===== config.mk =====
export PLATFORM = sky130hd
export DESIGN_NAME = axis_split_copy_buffered
export DESIGN_NICKNAME = d
export VERILOG_FILES = /design/src/rtl/axis_split_copy_buffered.sv
export SDC_FILE = /design/constraint.sdc
export NUM_CORES = 1
export LEC_CHECK = 0
export ABC_AREA = 0
export ABC_CLOCK_PERIOD_IN_PS = 3300
export CAP_MARGIN = 20
export CORE_UTILIZATION = 34
export DETAILED_ROUTE_END_ITERATION = 16
export GPL_ROUTABILITY_DRIVEN = 0
export PLACE_DENSITY = 0.65
export SLEW_MARGIN = 20
export SYNTH_ARGS = -nofsm -noshare
export SYNTH_HDL_FRONTEND = slang
export SYNTH_SLANG_ARGS = --single-unit

===== constraint.sdc =====
create_clock -name clk -period 3.3 [get_ports clk]
set_input_delay 0.66 -clock clk [delete_from_list [all_inputs] [get_ports clk]]
set_output_delay 0.66 -clock clk [all_outputs]
set_load 0.02 [all_outputs]

===== src/rtl/axis_split_copy_buffered.sv =====
// AXI-Stream split-copy: one input stream is duplicated to OUTPUTS streams, each
// behind its own DEPTH-entry FIFO, with a per-output enable mask latched at frame start.
module axis_split_copy_buffered #(
  parameter int DATA_WIDTH = 64,
  parameter int OUTPUTS    = 2,
  parameter int DEPTH      = 4
) (
  input  logic                          clk,
  input  logic                          rst,
  input  logic [DATA_WIDTH-1:0]         dataIn_data,
  input  logic                          dataIn_last,
  input  logic                          dataIn_valid,
  output logic                          dataIn_ready,
  input  logic [OUTPUTS-1:0]            out_en,
  output logic [OUTPUTS*DATA_WIDTH-1:0] dataOut_data,
  output logic [OUTPUTS-1:0]            dataOut_last,
  output logic [OUTPUTS-1:0]            dataOut_valid,
  input  logic [OUTPUTS-1:0]            dataOut_ready
);

  localparam int AW = (DEPTH > 1) ? $clog2(DEPTH) : 1;
  localparam int CW = AW + 1;
  localparam logic [CW-1:0] FULL = CW'(DEPTH);

  // Handshake: a beat moves on any port only in a cycle where valid and ready are
  // both high at the rising edge; valid never waits on ready.

  logic               in_frame_q, in_frame_d;
  logic [OUTPUTS-1:0] mask_q, mask_d;
  logic [OUTPUTS-1:0] active_mask;
  logic [OUTPUTS-1:0] room;
  logic [OUTPUTS-1:0] push;
  logic [OUTPUTS-1:0] pop;
  logic               accept;

  assign active_mask  = in_frame_q ? mask_q : out_en;
  // Ready looks only at registered counts, so a full FIFO blocks even while popping.
  assign dataIn_ready = !rst && (&(~active_mask | room));
  assign accept       = dataIn_valid && dataIn_ready;
  assign push         = active_mask & {OUTPUTS{accept}};

  always_comb begin
    in_frame_d = in_frame_q;
    mask_d     = mask_q;
    if (accept) begin
      if (!in_frame_q) mask_d = out_en;
      in_frame_d = !dataIn_last;
    end
  end

  always_ff @(posedge clk) begin
    if (rst) begin
      in_frame_q <= 1'b0;
      mask_q     <= '0;
    end else begin
      in_frame_q <= in_frame_d;
      mask_q     <= mask_d;
    end
  end

  for (genvar g = 0; g < OUTPUTS; g++) begin : g_fifo
    logic [DATA_WIDTH:0] mem_q [DEPTH];
    logic [AW-1:0]       wr_ptr_q, rd_ptr_q;
    logic [CW-1:0]       count_q, count_d;

    assign room[g]          = (count_q < FULL);
    assign dataOut_valid[g] = (count_q != '0);
    assign pop[g]           = dataOut_valid[g] && dataOut_ready[g];

    assign dataOut_data[g*DATA_WIDTH +: DATA_WIDTH] = mem_q[rd_ptr_q][DATA_WIDTH-1:0];
    assign dataOut_last[g]                          = mem_q[rd_ptr_q][DATA_WIDTH];

    always_comb begin
      count_d = count_q;
      case ({push[g], pop[g]})
        2'b10:   count_d = count_q + CW'(1);
        2'b01:   count_d = count_q - CW'(1);
        default: count_d = count_q;
      endcase
    end

    // Pointers wrap by natural overflow because DEPTH is a power of two.
    always_ff @(posedge clk) begin
      if (rst) begin
        wr_ptr_q <= '0;
        rd_ptr_q <= '0;
        count_q  <= '0;
      end else begin
        count_q <= count_d;
        if (push[g]) wr_ptr_q <= wr_ptr_q + AW'(1);
        if (pop[g])  rd_ptr_q <= rd_ptr_q + AW'(1);
      end
    end

    always_ff @(posedge clk) begin
      if (push[g]) mem_q[wr_ptr_q] <= {dataIn_last, dataIn_data};
    end
  end

endmodule


# Word level (Yosys, flattened, before mapping)
# Memory sizes are Yosys's and may differ from the RTL's. A register that Yosys moved wholly into a read port is not among the register bits.
# Cells that the tools add are included.
# totals
register_bits,17
ramBits,520
in_bits,72
out_inout_bits,133
elab_cells,49
memories,2
# mem_list
memory,depth,word_bits,rd,rd_ports_with_merged_regs,write_ports,line_no,text
g_fifo[0].mem_q,4,65,1,1,1,62,logic [DATA_WIDTH:0] mem_q [DEPTH];
g_fifo[1].mem_q,4,65,1,1,1,62,
# op_classes
addsub,8
order_cmp,2
eq_ne,4
n_mux,11
bitwise_logic,3
n_reduce_logical,11
# ops
operator,n
$pmux W3 S2,2
$mux W2,5
$add A2 B1 Y2 const B,4
$add A3 B1 Y3 const B,2
$lt A3 B3 Y1 const B,2
$reduce_bool A3 Y1,2
$sub A3 B1 Y3 const B,2
$eq A2 B1 Y1 const B,2
$eq A2 B2 Y1 const B,2
$logic_and A1 B1 Y1,4
$mux W1,4
$reduce_bool A2 Y1,2
$and A2 B2 Y2,1
$logic_not A1 Y1,2
$not A2 Y2,1
$or A2 B2 Y2,1
$reduce_and A2 Y1,1

# Depth between registers and ports, before layout
# Gate-level depths: netlist (run 1).
# depth
ltp_word,9
mapped_depth,10
mapped_depth_nobuf,9

# Worst setup path after synthesis (run 1)
# No wires, ideal clock.
# synth_path
kind,input to register
start,input out_en[1]
end,memory g_fifo[0].mem_q[3][0] (netlist bit) (enable)
setup_ns,0.430
arrival_ns,2.969
path_slack_ns,-0.099
path_stages,3
n_path_buf,0
path_cell_list,mux2_4 > a2111oi_4 > and2_1
# synth_between
elab_chain_len,9
# synth_lines
item,line_no,text
start: declaration,14,"input logic [OUTPUTS-1:0] out_en,"
$mux W2,n/a,
$not A2 Y2,38,assign dataIn_ready = !rst && (&(~active_mask | room));
$or A2 B2 Y2,38,
$reduce_and A2 Y1,38,
$logic_and A1 B1 Y1,38,
$logic_and A1 B1 Y1,39,assign accept = dataIn_valid && dataIn_ready;
$and A2 B2 Y2,40,assign push = active_mask & {OUTPUTS{accept}};
$mux W1,96,"if (push[g]) mem_q[wr_ptr_q] <= {dataIn_last, dataIn_data};"
$mux W1 (not written as such),96,
end: declaration,62,
# Every way passes these cells.

==> results of run 1 <==
-- power breakdown --
part / switching, µW / internal, µW
Combinational: 1580 / 1610
Sequential: 94.9 / 7690
Clock: 2570 / 3730
Total: 4240 / 13000
-- worst register-to-register path, delay by kind of cell, from the launching register on --
kind / cells / cell delay [ps]
xor gates and xnor gates: 1 / 70
DFF: 1 / 520
adders and majority gates: 2 / 430
AOI/OAI and AO/OA: 2 / 580
buffers and inverters: 2 / 190
and+or+nand+nor: 1 / 300
muxes: 1 / 380
-- cell families after synthesis --
logic type                 count (synthesis)
DFF                                      541
AOI/OAI and AO/OA                         21
adders and majority gates                 12
xor gates and xnor gates                   8
buffers and inverters                     47
muxes                                    138
and+or+nand+nor                           34
-- state kept, by name, indices dropped and copies added (netlist names), named ones only --
signal / cells
g_fifo.count_q: 6
g_fifo.mem_q: 520
g_fifo.rd_ptr_q: 4
g_fifo.wr_ptr_q: 4
in_frame_q: 1
mask_q: 2
-- cell type report --
cell class | count | share of cell area (%)
Sequential cell | 541 | 63.9
Multi-Input combinational cell | 213 | 14.5
Timing Repair Buffer | 232 | 10.1
Clock buffer | 60 | 5.47
Tap cell | 765 | 3.81
Clock inverter | 42 | 1.90
Inverter | 14 | 0.209
-- worst min-delay path by stage --
stage          slack [ps]   endpoint  startpoint  depth (start not counted)
2_1_floorplan         450  mask_q[0]   mask_q[0]                          2
5_1_grt               510  mask_q[1]   mask_q[1]                          2
3_5_place_dp          480  mask_q[1]   mask_q[1]                          2
6_report              490  mask_q[1]   mask_q[1]                          2
4_1_cts               490  mask_q[1]   mask_q[1]                          2
3_3_place_gp          470  mask_q[1]   mask_q[1]                          2
-- metrics by stage --
stage | setup slack [ps] | cells | power (µW) | utilization [%]
after floorplan | 597 | 801 | 9740 | -
after global placement | 250 | 1764 | 11200 | 40.3
after CTS | 29.2 | 1867 | 17500 | 43.5
after detailed placement | 211 | 1764 | 11200 | 40.3
final | 117 | 1867 | 17300 | 43.5
after global routing | 1.12 | 1867 | 17900 | 43.5
-- timing repair --
action                     4_1_cts  5_1_grt
buffers inserted                 1        0
gates resized for setup          1        1
setup endpoints to repair       54        2
-- per-layer routing --
layer  part of all wire (%)  global-route usage [%]  vias up
li1                       -                       -     3911
met1                     44                    18.8     4676
met2                     48                    22.1      241
met3                    6.3                    3.86       49
met4                    1.6                    3.53        4
met5                  0.059                       0        -
-- layout by cell type (no fill, tap or decap), types with 5 or more instances in the layout --
| cell | netlist | final |
|---|---|---|
| mux4_2 | 130 | 130 |
| buf_12 | 0 | 22 |
| bufinv_16 | 0 | 9 |
| edfxtp_1 | 520 | 520 |
| clkinv_2 | 0 | 9 |
| nor2_1 | 14 | 14 |
| a21oi_1 | 5 | 5 |
| clkbuf_1 | 13 | 6 |
| clkinvlp_4 | 0 | 5 |
| and2_4 | 0 | 8 |
| xor2_1 | 6 | 6 |
| clkinv_1 | 0 | 11 |
| dfxtp_1 | 21 | 17 |
| clkbuf_16 | 0 | 54 |
| clkdlybuf4s50_1 | 0 | 203 |
| ha_1 | 10 | 10 |
| buf_4 | 0 | 5 |
| inv_1 | 12 | 12 |
==> key figures, run 1 <==
Critical path
  – Crit end category: output pin
  – Setup CP Type: flip-flop to output pin
  – R2R Setup Slk: 760 ps
  – CP Depth: 3
  – CP delay by family, top: buffers and inverters
  – Worst r2r src: in_frame_q
  – Register-to-Register Path Depth: 9
  – CP endpoint: dataOut_data[111]
  – Worst Path Required: 2640 ps
  – WP data arrival: 2520 ps
  – Crit-path max FO: 42
  – Cells along the critical path: buf_16 -> mux4_2 -> clkdlybuf4s50_1
  – Buf/Inv on CP: 2
  – CP peak stage delay: 610 ps
  – Reg-to-reg critical path endpoint: g_fifo[0].count_q[2]
  – Crit start category: flip-flop
  – Worst path slowest cell: clkdlybuf4s50_1

Final layout
  – Antenna cell count: 0
  – Fillcell total: 4896
  – Nets: 1140
  – Cell area after layout: 25100 µm²
  – Multi-input gate area: 3650 µm²
  – Share of cells above drive strength 1: 23.9%
  – Register area: 16100 µm²
  – Layout area overhead: 26.3%

Global routing
  – Gr ovfl total: 0
  – Vias in the first global route: 9688
  – Largest net degree at the start of global routing: 66
  – Antenna violations before repair: 2
  – First-pass GRT wire length: 61500 µm
  – All-Layer GR Usage: 13.9%

Status
  – Outcome: complete, no violations

Timing
  – Final hold slack: 493 ps
  – Period minus WS final: 3180 ps
  – Max Clock Skew: 18.4 ps
  – Peak Freq: 0.314 GHz
  – Max_slew headroom: 64.9%
  – Period utilization: 96.5%
  – Slew @ Worst Pin: 526 ps
  – RSZ-0062 raised after global routing: false
  – Final Hold Vio Count: 0
  – Final Max Slew Viols: 0
  – # setup viols final: 0
  – Setup tns final: 0 ps

Place
  – Placed cell area: 23200 µm²
  – Post-detail-place hpwl: 24900 µm
  – Port buffer count: 204

Clock network
  – Num CTS Buffers: 54
  – # H-tree levels: 2
  – Longest Clk Path Bufs: 3
  – Worst skew pair latency: 600 ps
  – Sinks on Clock Net: 541
  – Clock-pin slew on the worst setup and hold paths: 60 ps
  – CTS Root Buffer Type: clkbuf_16
  – # hold bufs at CTS: 0
  – CTS tree: done

Synthesis
  – Sequential fraction of the synthesis area: 80.7%
  – Largest family of logic cells by synthesized area: multiplexers
  – FFs w/ async S/R, synth: 0%
  – Synth Area in Compound Gates: 0.957%
  – Area share of fa/ha/maj cells after synthesis: 0.831%
  – Top-area cell type share of the netlist area: 78.6%
  – Top-count cell post-synth: edfxtp_1
  – Synth cell types: 31
  – Synth top cells by count: edfxtp_1 (520), mux4_2 (130), dfxtp_1 (21)
  – Simple-gate share of the synthesized area: 0.919%
  – Main synth FF type: edfxtp_1
  – Ys Warns: 0
  – Syn Nets: 885
  – Area leader, netlist: edfxtp_1
  – Post-synthesis mux area share: 15.2%
  – Flops & latches, synth: 541
  – Synth area leaders: edfxtp_1 (79%), mux4_2 (15%), dfxtp_1 (2.1%), ha_1 (0.63%), buf_2 (0.35%)
  – Mean Syn Cell Area: 24.8 µm²
  – Mapped Cells: 801
  – Number of flops mapped to enable cells by yosys: 520
  – Synth Area in XOR/XNOR: 0.353%
  – Netlist Area Pre-Place: 19900 µm²

Route
  – Total routed wirelength: 40700 µm
  – Initial DRC Count: 588
  – Avg WL per Cell: 21.8 µm
  – Length of the first detailed-routing pass in iterations: 4
  – Vias: 8881
  – DRC violations left: 0
  – Routed Antenna Nets: 0
  – Via/cell ratio: 4.76

Die
  – Chip Height: 244 µm
  – DIE AREA: 59400 µm²
  – Top Ports: 205
  – Initial Utilization: 34.4%
  – Die X: 244 µm
  – Row cnt: 88
  – Core area: 57700 µm²

Power
  – Power per standard cell area: 688 nW/µm²
  – Max IR drop VDD: 0.000387 V
  – Leakage: 0.00774 µW

Hold path
  – Hold crit path type: flip-flop to flip-flop

Flow run
  – Max-cap viol count: 0
No activity file was read; power rests on OpenSTA's default activity.
==> run 2: changes to the inputs <==
Settings changed: CORE_MARGIN set to 8.
==> run 2 against run 1 <==
  * First-iteration DRC count shrank 9.4%
  * Clock skew decreased by 5.5 ps
  * Highest routed layer is now met4
  * Die area is 12% higher
  * Utilization down 0.26 points
  * Final area is 0.61% lower
  * Largest power group unchanged
  * Critical endpoint is now dataOut_data[42]
  * Cell count decreased by 0.11%
  * Sequential cell count stayed put
  * Critical path depth did not move
  * Power decreased by 2.7%
  * Via count increased by 0.26%
==> key figures, run 2 (synthesized netlist as in run 1, its figures left out) <==
Final layout
  – Cell area after layout: 25000 µm² (was 25100 µm²)
  – Layout area overhead: 25.6% (was 26.3%)
  – Nets: 1141 (was 1140)
  – Core Util, Final: 43.2% (was 43.5%)
  – Largest regs: g_fifo.mem_q x520, g_fifo.count_q x6 (unchanged)
  – Commonest non-fill, non-tap cells in the layout: edfxtp_1 (520), clkdlybuf4s50_1 (189), mux4_2 (130) (was edfxtp_1 (520), clkdlybuf4s50_1 (203), mux4_2 (130))
  – Largest Register: g_fifo.mem_q (unchanged)
  – Share of cells above drive strength 1: 22.6% (was 23.9%)
  – Number of flip-flops in the largest register: 520 (unchanged)
  – Commonest non-fill, non-tap cell in the layout: edfxtp_1 (unchanged)
  – Fillcell total: 4890 (was 4896)

Clock network
  – # H-tree levels: 2 (unchanged)
  – CTS tree: done (unchanged)
  – Worst skew pair latency: 580 ps (was 600 ps)
  – Sinks on Clock Net: 541 (unchanged)
  – Longest Clk Path Bufs: 3 (unchanged)
  – Clock-pin slew on the worst setup and hold paths: 60 ps (about the same)
  – Num CTS Buffers: 56 (was 54)
  – CTS Root Buffer Type: clkbuf_16 (unchanged)

Critical path
  – Worst path slowest cell: clkdlybuf4s50_1 (unchanged)
  – Setup CP Type: flip-flop to output pin (unchanged)
  – Cells along the critical path: buf_16 -> mux4_2 -> clkdlybuf4s50_1 (unchanged)
  – Crit end category: output pin (unchanged)
  – CP peak stage delay: 560 ps (was 610 ps)
  – WP data arrival: 2520 ps (about the same)
  – Register-to-Register Path Depth: 9 (unchanged)
  – Worst Path Required: 2640 ps (about the same)
  – Crit-path max FO: 34 (was 42)
  – Crit start category: flip-flop (unchanged)

Timing
  – # setup viols final: 0 (unchanged)
  – Period minus WS final: 3180 ps (about the same)
  – Period utilization: 96.2% (was 96.5%)
  – Final Hold Vio Count: 0 (unchanged)
  – RSZ-0062 raised after global routing: false (unchanged)
  – Max_slew headroom: 60.7% (was 64.9%)
  – Setup tns final: 0 ps (unchanged)
  – Max Clock Skew: 12.9 ps (was 18.4 ps)
  – Peak Freq: 0.315 GHz (was 0.314 GHz)
  – Final Max Slew Viols: 0 (unchanged)
  – Final hold slack: 489 ps (was 493 ps)
  – Slew @ Worst Pin: 583 ps (was 526 ps)

Flow run
  – Max-cap viol count: 0 (unchanged)

Place
  – Port buffer count: 204 (unchanged)
  – Placed cell area: 23200 µm² (about the same)
  – Post-detail-place hpwl: 25900 µm (was 24900 µm)

Die
  – DIE AREA: 66400 µm² (was 59400 µm²)
  – Top Ports: 205 (unchanged)
  – Row cnt: 88 (unchanged)
  – Die X: 258 µm (was 244 µm)
  – Chip Height: 258 µm (was 244 µm)
  – Initial Utilization: 34.4% (unchanged)
  – Core area: 57700 µm² (unchanged)

Route
  – Total routed wirelength: 42200 µm (was 40700 µm)
  – Vias: 8904 (was 8881)
  – Length of the first detailed-routing pass in iterations: 4 (unchanged)
  – Via/cell ratio: 4.77 (was 4.76)
  – DRC violations left: 0 (unchanged)
  – Avg WL per Cell: 22.6 µm (was 21.8 µm)
  – Routed Antenna Nets: 0 (unchanged)
  – Initial DRC Count: 533 (was 588)

Global routing
  – Vias in the first global route: 9527 (was 9688)
  – Largest net degree at the start of global routing: 66 (unchanged)
  – Antenna violations before repair: 4 (was 2)
  – All-Layer GR Usage: 12.5% (was 13.9%)
  – Gr ovfl total: 0 (unchanged)
  – First-pass GRT wire length: 63100 µm (was 61500 µm)

Power
  – Max IR drop VDD: 0.000535 V (was 0.000387 V)
  – Leakage: 0.00775 µW (was 0.00774 µW)
  – Power per standard cell area: 674 nW/µm² (was 688 nW/µm²)

Hold path
  – Hold crit path type: flip-flop to flip-flop (unchanged)
  – Hold path cells: 2 (unchanged)

Status
  – Outcome: complete, no violations (unchanged)
==> run 2: changes by cell type in the layout (fill, tap and decap cells not counted), sizes merged, moves of 3 or more <==
cell	change
bufinv	-6
clkbuf	+11
clkdlybuf4s50	-14
clkinv	-4
diode	+3
dlygate4sd2	+3
dlymetal6s2s	+11
inv	-4
==> run 2: final timing paths <==
| path | startpoint | endpoint | slack [ps] |
|---|---|---|---|
| max reg2reg | in_frame_q | g_fifo[1].count_q[2] | 780 |
| min | mask_q[1] | mask_q[1] | 490 |
| max | flip-flop | dataOut_data[42] | 120 |
| min reg2reg | mask_q[1] | mask_q[1] | 490 |
==> run 2: per-stage QoR <==
stage / power, µW / cells / setup slack (ps)
after detailed placement: 11200 / 1764 / 238
after global routing: 17400 / 1862 / 0.396
final: 16800 / 1865 / 124
after global placement: 11200 / 1764 / 240
after CTS: 17100 / 1862 / 1.43
after floorplan: 9740 / 801 / 597
==> run 2: power breakdown <==
part | switching [µW] | total [µW] | leakage (µW) | internal, µW
sequential | 102 | 7790 | 0.00487 | 7690
clock | 2450 | 5830 | 0.000810 | 3380
combinational | 1600 | 3190 | 0.00208 | 1590
total | 4150 | 16800 | 0.00775 | 12700
==> run 2: cell type report <==
type / count / area [µm²] / area share, %
diodes: 3 / 7.51 / 0.0301
clock buffers: 71 / 1480 / 5.93
clock inverters: 27 / 208 / 0.832
inverters: 14 / 52.6 / 0.211
multi-input cells: 213 / 3650 / 14.6
flip-flops and latches: 541 / 16100 / 64.3
well taps: 765 / 957 / 3.84
repair buffers: 231 / 2550 / 10.2
==> run 2: layer usage <==
| layer | share of wire (%) | vias up | global-route usage (%) |
|---|---|---|---|
| li1 | - | 3928 | - |
| met1 | 43 | 4709 | 16.2 |
| met2 | 48 | 209 | 20.0 |
| met3 | 7.2 | 58 | 4.10 |
| met4 | 1.9 | 0 | 3.59 |
| met5 | 0 | - | 0 |
==> run 2: repair_timing <==
action,in CTS,in global routing
hold buffers,0,0
setup buffers,0,0
gates resized for setup,5,11
setup endpoints to repair,6,11
==> run 2: worst max-delay path, delay by kind of cell (launching register included) <==
| family | cells | cell delay, ps |
|---|---|---|
| buffers and inverters | 2 | 860 |
| DFF | 1 | 470 |
| muxes | 1 | 550 |
==> run 3: changes to the inputs <==
Settings changed: CORE_MARGIN 8 to 2, PLACE_DENSITY 0.65 to unset, PLACE_DENSITY_LB_ADDON set to 0.15.
==> run 3 against run 2 <==
  * Cell count rose by 0.97%
  * Hold slack better by 1.0 ps
  * Clock skew is 1.4 ps higher
  * Clock-buffer cell count unchanged
  * Global-route usage rose by 2.4 points
  * Routed wire length up 5.0%
  * Clock power up 9.8%
  * Via count increased by 1.6%
  * Sequential cell count did not move
==> key figures, run 3 (synthesized netlist as in run 1, its figures left out) <==
Power
  – Max IR drop VDD: 0.000371 V (was 0.000535 V)
  – Power per standard cell area: 694 nW/µm² (was 674 nW/µm²)
  – Leakage: 0.00784 µW (was 0.00775 µW)
  – Total power: 17500 µW (was 16800 µW)

Route
  – Vias: 9046 (was 8904)
  – Length of the first detailed-routing pass in iterations: 5 (was 4)
  – Via/cell ratio: 4.80 (was 4.77)
  – Avg WL per Cell: 23.5 µm (was 22.6 µm)
  – Initial DRC Count: 569 (was 533)
  – Routed Antenna Nets: 0 (unchanged)
  – Total routed wirelength: 44300 µm (was 42200 µm)
  – DRC violations left: 0 (unchanged)

Place
  – Pre-CTS setup slack: 186 ps (was 238 ps)
  – Post-detail-place hpwl: 27900 µm (was 25900 µm)
  – Port buffer count: 204 (unchanged)

Final layout
  – Commonest non-fill, non-tap cell in the layout: edfxtp_1 (unchanged)
  – Largest Register: g_fifo.mem_q (unchanged)
  – Nets: 1156 (was 1141)
  – Fillcell total: 4985 (was 4890)
  – Layout area overhead: 26.9% (was 25.6%)
  – Share of cells above drive strength 1: 24.2% (was 22.6%)
  – Largest regs: g_fifo.mem_q x520, g_fifo.count_q x6 (unchanged)
  – Number of flip-flops in the largest register: 520 (unchanged)
  – Commonest non-fill, non-tap cells in the layout: edfxtp_1 (520), clkdlybuf4s50_1 (203), mux4_2 (130) (was edfxtp_1 (520), clkdlybuf4s50_1 (189), mux4_2 (130))
  – Antenna cell count: 0 (was 3)

Clock network
  – # H-tree levels: 2 (unchanged)
  – # hold bufs at CTS: 0 (unchanged)
  – CTS tree: done (unchanged)
  – Longest Clk Path Bufs: 3 (unchanged)
  – Sinks on Clock Net: 541 (unchanged)
  – Num CTS Buffers: 57 (was 56)
  – CTS Root Buffer Type: clkbuf_16 (unchanged)
  – Clock-pin slew on the worst setup and hold paths: 60 ps (about the same)
  – Worst skew pair latency: 610 ps (was 580 ps)

Hold path
  – Hold path cells: 2 (unchanged)
  – Hold crit path type: flip-flop to flip-flop (unchanged)
  – Hold EP: mask_q[0] (was mask_q[1])
  – Hold path startpoint: mask_q[0] (was mask_q[1])

Global routing
  – All-Layer GR Usage: 14.9% (was 12.5%)
  – First-pass GRT wire length: 65700 µm (was 63100 µm)
  – Vias in the first global route: 9624 (was 9527)
  – Largest net degree at the start of global routing: 50 (was 66)
  – Gr ovfl total: 0 (unchanged)
  – Antenna violations before repair: 2 (was 4)

Timing
  – # setup viols final: 0 (unchanged)
  – Final hold slack: 490 ps (was 489 ps)
  – Setup tns final: 0 ps (unchanged)
  – Slew @ Worst Pin: 533 ps (was 583 ps)
  – Max Clock Skew: 14.3 ps (was 12.9 ps)
  – Final WS setup: 111 ps (was 124 ps)
  – Period utilization: 96.6% (was 96.2%)
  – Period minus WS final: 3190 ps (was 3180 ps)
  – RSZ-0062 raised after global routing: false (unchanged)
  – Final Max Slew Viols: 0 (unchanged)
  – Final Hold Vio Count: 0 (unchanged)
  – Max_slew headroom: 64.4% (was 60.7%)
  – Peak Freq: 0.314 GHz (was 0.315 GHz)

Die
  – Initial Utilization: 34.4% (unchanged)
  – DIE AREA: 60400 µm² (was 66400 µm²)
  – Core area: 57700 µm² (unchanged)
  – Die X: 246 µm (was 258 µm)
  – Top Ports: 205 (unchanged)
  – Chip Height: 246 µm (was 258 µm)
  – Row cnt: 88 (unchanged)

Status
  – Outcome: complete, no violations (unchanged)

Critical path
  – Reg-to-reg critical path endpoint: g_fifo[0].count_q[2] (was g_fifo[1].count_q[2])
  – Worst r2r src: in_frame_q (unchanged)
  – Crit start category: flip-flop (unchanged)
  – WP data arrival: 2530 ps (was 2520 ps)
  – Register-to-Register Path Depth: 9 (unchanged)
  – Setup CP Type: flip-flop to output pin (unchanged)
  – Crit end category: output pin (unchanged)
  – R2R Setup Slk: 760 ps (was 780 ps)
  – Crit-path max FO: 9 (was 34)
  – Worst Path Required: 2640 ps (about the same)

Flow run
  – Max-cap viol count: 0 (unchanged)
run 3: worst max path at each step:
stage          startpoint               endpoint  slack, ps  cells after the start
6_report        flip-flop       dataOut_data[81]        110                      3
5_1_grt         flip-flop       dataOut_data[84]          6                      3
4_1_cts         flip-flop       dataOut_data[99]          3                      3
3_5_place_dp    out_en[1]   g_fifo[0].count_q[2]        190                     10
3_3_place_gp    out_en[1]   g_fifo[0].count_q[2]        230                     10
2_1_floorplan   out_en[0]  g_fifo[1].mem_q[0][0]        600                      3
run 3: timing repair:
action	in CTS	in global routing
setup endpoints to repair	101	2
resized for setup	0	3
hold endpoints to repair	0	0
setup buffers	3	0
run 3: cell type report:
type                            instances  area, µm²  area share (%)
Clock inverter                         34        388            1.54
Sequential cell                       541      16100            63.6
Inverter                               14       52.6           0.208
Clock buffer                           71       1480            5.86
Timing Repair Buffer                  245       2650            10.5
Multi-Input combinational cell        213       3650            14.5
Tap cell                              765        957            3.80
run 3: stage by stage:
step,cell area (µm²),std cells,util [%]
2_1_floorplan,19900,801,-
3_3_place_gp,23300,1775,40.4
3_5_place_dp,23300,1775,40.4
4_1_cts,25200,1883,43.7
5_1_grt,25200,1883,43.7
6_report,25200,1883,43.7
run 3: worst max-delay path, cell delays in order (launching register included):
cell and delay (ps):
dfxtp_4 490, buf_4 290, mux4_2 570, clkdlybuf4s50_1 560
run 3: report_power, final:
part | leakage, µW | total (µW) | internal [µW] | switching, µW
Combinational | 0.00206 | 3270 | 1660 | 1610
Sequential | 0.00487 | 7820 | 7690 | 130
Clock | 0.000909 | 6400 | 3800 | 2600
run 3: routing by layer:
| layer | vias up | routed length (µm) | global-route usage, % |
|---|---|---|---|
| met1 | 4824 | 19900 | 20.6 |
| met3 | 61 | 2150 | 3.54 |
| met4 | 4 | 750 | 3.46 |
| li1 | 3947 | - | - |
| met2 | 210 | 21400 | 23.8 |
| met5 | - | 16 | 0 |
